===== src/rtl/logic_level_rx.sv =====
// Hysteresis slicer with consecutive-sample deglitch: turns an ADC code stream into a clean logic level plus edge events.
// Optional stuck-between-thresholds detector is enabled by defining LOGIC_LEVEL_RX_XDET_EN.
module logic_level_rx #(
   parameter int W         = 12,
   parameter int DELAY     = 4,
   parameter int MID_LIMIT = 16
) (
   input  logic         clk,
   input  logic         rst,
   input  logic         sample_valid,
   input  logic [W-1:0] sample,
   input  logic [W-1:0] thr_hi,
   input  logic [W-1:0] thr_lo,
   output logic         y,
   output logic         known,
   output logic         rise_evt,
   output logic         fall_evt,
   output logic         cfg_err,
   output logic         x_flag
);

   localparam int CW = $clog2(DELAY + 1);
   localparam logic [CW-1:0] DLY = CW'(DELAY);

   if (DELAY < 1 || MID_LIMIT < 1) begin : g_bad_param
      $error("logic_level_rx: DELAY and MID_LIMIT must be >= 1");
   end

   typedef enum logic [1:0] {S_UNK, S_LOW, S_HIGH} state_t;

   state_t        state, state_n;
   logic [CW-1:0] cnt, cnt_n;
   logic          cand, cand_n;
   logic          y_n, rise_n, fall_n;
   logic          cls_hi, cls_lo;

   function automatic logic [CW-1:0] sat_inc(input logic [CW-1:0] v);
      return (v >= DLY) ? DLY : v + CW'(1);
   endfunction

   assign cls_hi = (sample >= thr_hi);
   assign cls_lo = (sample <= thr_lo) && !cls_hi;

   always_comb begin
      state_n = state;
      cnt_n   = cnt;
      cand_n  = cand;
      y_n     = y;
      rise_n  = 1'b0;
      fall_n  = 1'b0;
      if (cfg_err) begin
         cnt_n = '0;
      end else if (sample_valid) begin
         case (state)
            S_UNK: begin
               if (cls_hi || cls_lo) begin
                  if (cls_hi == cand) begin
                     cnt_n = sat_inc(cnt);
                  end else begin
                     cand_n = cls_hi;
                     cnt_n  = CW'(1);
                  end
                  // first level is adopted silently: there was no prior level to leave
                  if (cnt_n == DLY) begin
                     state_n = cand_n ? S_HIGH : S_LOW;
                     y_n     = cand_n;
                     cnt_n   = '0;
                  end
               end else begin
                  cnt_n = '0;
               end
            end
            S_LOW: begin
               if (cls_hi) begin
                  cnt_n = sat_inc(cnt);
                  if (cnt_n == DLY) begin
                     state_n = S_HIGH;
                     y_n     = 1'b1;
                     rise_n  = 1'b1;
                     cnt_n   = '0;
                  end
               end else if (cls_lo) begin
                  cnt_n = '0;
               end
            end
            S_HIGH: begin
               if (cls_lo) begin
                  cnt_n = sat_inc(cnt);
                  if (cnt_n == DLY) begin
                     state_n = S_LOW;
                     y_n     = 1'b0;
                     fall_n  = 1'b1;
                     cnt_n   = '0;
                  end
               end else if (cls_hi) begin
                  cnt_n = '0;
               end
            end
            default: begin
               state_n = S_UNK;
               cnt_n   = '0;
            end
         endcase
      end
   end

   always_ff @(posedge clk) begin
      if (rst) begin
         state    <= S_UNK;
         cnt      <= '0;
         cand     <= 1'b0;
         y        <= 1'b0;
         rise_evt <= 1'b0;
         fall_evt <= 1'b0;
         cfg_err  <= 1'b0;
      end else begin
         state    <= state_n;
         cnt      <= cnt_n;
         cand     <= cand_n;
         y        <= y_n;
         rise_evt <= rise_n;
         fall_evt <= fall_n;
         cfg_err  <= (thr_lo >= thr_hi);
      end
   end

`ifdef LOGIC_LEVEL_RX_XDET_EN
   localparam int MW = $clog2(MID_LIMIT + 1);
   localparam logic [MW-1:0] MLIM = MW'(MID_LIMIT);

   logic [MW-1:0] midcnt;

   always_ff @(posedge clk) begin
      if (rst) begin
         midcnt <= '0;
      end else if (sample_valid && !cfg_err) begin
         if (cls_hi || cls_lo)
            midcnt <= '0;
         else if (midcnt != MLIM)
            midcnt <= midcnt + MW'(1);
      end
   end

   assign x_flag = (midcnt == MLIM);
`else
   assign x_flag = 1'b0;
`endif

   assign known = (state != S_UNK) && !x_flag;

endmodule

===== config.mk =====
export PLATFORM = sky130hd
export DESIGN_NAME = logic_level_rx
export DESIGN_NICKNAME = d
export VERILOG_FILES = /design/src/rtl/logic_level_rx.sv
export SDC_FILE = /design/constraint.sdc
export NUM_CORES = 1
export LEC_CHECK = 0
export CAP_MARGIN = 20
export CORE_ASPECT_RATIO = 1.75
export CORE_MARGIN = 5
export CORE_UTILIZATION = 52
export CTS_CLUSTER_DIAMETER = 30
export CTS_CLUSTER_SIZE = 40
export DETAILED_ROUTE_END_ITERATION = 12
export PLACE_DENSITY = 0.95
export SYNTH_ARGS = -nofsm -noshare
export SYNTH_HDL_FRONTEND = slang
export SYNTH_SLANG_ARGS = --single-unit

===== constraint.sdc =====
create_clock -name clk -period 6.8 [get_ports clk]
set_input_delay 1.36 -clock clk [delete_from_list [all_inputs] [get_ports clk]]
set_output_delay 1.36 -clock clk [all_outputs]
set_load 0.02 [all_outputs]

==> key figures <==
Yosys
  – Synth unique cells: 40
  – Sequential element share of the synthesized area: 13.0%
  – Syn Area/Cell: 8.16 um2
  – Ys Warns: 0
  – Syn Std Cell Area: 1540 um2
  – Main area contributors after synthesis: ha_1 (37%), dfxtp_1 (13%), inv_1 (8.0%)
  – Share of the synthesized area in the top cell type: 36.5%
  – Syn_nets: 273
  – Synth area leader: ha_1
  – Gate Count Post-Synth: 189
  – Post-synthesis sequential element count: 10

Drt
  – ANT nets after route: 0
  – DR iter-0 viols: 37
  – Pre-antenna DRT Iters: 4
  – Detailed-route DRC error count: 0
  – Wire per inst: 14.0 um
  – Mean number of vias per cell: 5.87
  – Vias: 1544
  – Routed wire length: 3.69 mm

Floorplanning
  – Die height: 82.0 um
  – Boundary Pins: 45
  – CORE AREA: 2900 um2
  – Die area: 4200 um2
  – Die width: 51.2 um
  – Starting Density: 53.2%
  – Row count: 26

Worst setup path
  – Crit Path Category: in -> reg
  – Worst-path maximum fanout: 6
  – CP max-delay cell: or4_4
  – Critical path, cell by cell: clkdlybuf4s50_1 -> inv_1 -> ha_1 -> a21o_1 -> a21o_1 -> a221o_1 -> a31oi_4 -> inv_4 -> ha_1 -> o21ai_0 -> o21ai_0 -> nand2_1 -> or4_4 -> a21oi_2 -> mux2i_1
  – CP bufs+invs: 3
  – Crit start category: primary input
  – Arr. time, crit path: 4.61 ns
  – CP peak stage delay: 0.46 ns
  – Reg2reg setup slack: 4.52 ns
  – CP top delay family: compound AO/OA/AOI/OAI gates
  – Setup crit end kind: flop
  – CP required: 6.97 ns

Clocking
  – Worst-Skew Late Latency: 0.23 ns
  – Cts hold-fix bufs: 0
  – Post-CTS Setup Bufs: 0
  – Post-CTS sizing: 0
  – Clock buffer depth: 2
  – CTS tree: built
  – Num CTS Buffers: 3
  – Worst-path clk slew: 0.05 ns
  – H-tree levels: 1
  – Root buf cell: clkbuf_8
  – Clk sinks: 10

Timing
  – Minimum clock period: 4.44 ns
  – Slew Viols, Final: 0
  – Final Hold Vio Count: 0
  – Unrepaired setup endpoints after global routing: false
  – Setup TNS: 0 ns
  – Final clock skew: 0.00149 ns
  – Fmax: 0.225 GHz
  – Crit share post-route: 65.4%
  – Final setup vio count: 0
  – Min Hold Slack: 0.482 ns

Min path
  – Min-Delay Path Class: reg -> reg

Placed design
  – Placed cells: 259
  – DP Area: 2000 um2
  – PortBufs: 43
  – Post-DP HPWL: 3.31 mm
  – RePlAce Congestion: 0.924

Outcome
  – Status: complete, no violations

Layout
  – # nets final: 320
  – Share of layout cells above drive strength 1: 5.96%
  – Layout area overhead: 33.3%
  – Non-Filler Instances: 263
  – Ant diodes: 0
  – Post-layout util: 71.0%
  – Final instance area: 2050 um2

Pwr
  – PD cells: 114 nW/um2
  – Pleak: 1.01 nW
  – VDD IR max: 0.0000956 V

GRT
  – First-pass GRT wire length: 6.15 mm
  – Antenna violations before repair: 0
  – Number of global-route vias before repair: 1579
  – Remaining Overflow, GRT: 0
  – GRT Total Usage: 18.9%
  – Pin count of the biggest net entering global routing: 9

Flow run
  – Max-Cap Viols: 0
## worst register-to-register path, stage by stage, from the launching register on
cell and delay, ns:
dfxtp_1 0.39, inv_1 0.08, ha_1 0.32, and3b_1 0.27, nor3_1 0.05, o21ai_0 0.18, nand2_1 0.13, or4_4 0.46
a21oi_2 0.15, mux2i_1 0.17
## area by class of cell
cell class	instances	area (um2)
tap	28	35.0
clock buffer	4	55.1
fill	205	841
inverter	34	130
sequential	10	200
timing repair buffer	43	430
multi-input combinational	144	1200
## cell usage in the layout (no fill, tap or decap), types with 2 or more instances in the layout
master           instances
a21o_1                   8
a21oi_1                 10
nand2_1                  8
nor4_1                   3
a211oi_1                 4
nor3_1                   5
nand2b_1                 4
and3_2                   2
ha_1                    45
or3_1                    3
clkbuf_8                 4
clkdlybuf4s50_1         43
o2bb2ai_1                2
nand3_1                  4
o21ai_0                  9
mux2i_1                  3
nor2_1                   6
inv_1                   33
nand4_1                  5
dfxtp_1                 10
nor2b_1                  2
a211o_1                  3
## through the flow
stage / power, mW / setup slack, ns
floorplan: 0.120 / 2.79
global placement: 0.158 / 2.19
detailed placement: 0.161 / 2.12
CTS: 0.237 / 2.37
global route: 0.252 / 2.17
finish: 0.235 / 2.36
## cells in the mapped netlist, drive strengths merged
cell / count
o22ai: 1
o21a: 1
o21ai: 9
mux2i: 3
and4: 1
nand3b: 1
nor3: 5
a21o: 8
o211ai: 1
a221o: 1
a21oi: 11
nand2: 8
or4: 1
nand3: 4
nor2: 6
conb: 1
nor4: 3
a211oi: 4
o2111ai: 1
a211o: 4
nor2b: 2
or3: 3
o2bb2ai: 2
ha: 45
o31ai: 1
a31oi: 2
a32o: 1
nand4: 5
buf: 1
and2: 1
and3: 2
nand2b: 4
dfxtp: 10
and3b: 1
o31a: 1
inv: 34
## worst paths after layout
check,start,endpoint,cells after the start
worst max-delay path,thr_hi[9],y,15
worst min-delay path,cnt[1],cnt[1],1
worst max register to register,cnt[0],y,9
worst min register to register,cnt[1],cnt[1],1
## registers in the layout, summed over array words and instances (netlist names)
signal,flops
cfg_err,1
y,1
fall_evt,1
state,2
rise_evt,1
cand,1
cnt,3
## cells by family (layout without fill, tap and decap cells)
group / count (synthesis) / count (layout) / share of synthesized area (%)
flip-flops: 10 / 10 / 13.0
buffers and inverters: 35 / 81 / 8.93
other: 1 / 1 / 0.243
AND/OR/NAND/NOR: 47 / 47 / 17.1
adder cells (fa/ha/maj): 45 / 45 / 36.5
multiplexers: 3 / 3 / 1.95
AO/OA/AOI/OAI: 48 / 48 / 22.2
## where the power goes
part           switching [mW]  internal (mW)
clock                  0.0237         0.0509
combinational          0.0456         0.0518
sequential            0.00187         0.0608
total                  0.0712          0.164
## routing by layer
layer  track usage (%)  part of all wire, %
met3              1.81                  5.3
met2              38.6                   55
met4              12.9                  5.5
met5                 0                    0
met1              16.5                   35
No activity file was read; power rests on OpenSTA's default activity.
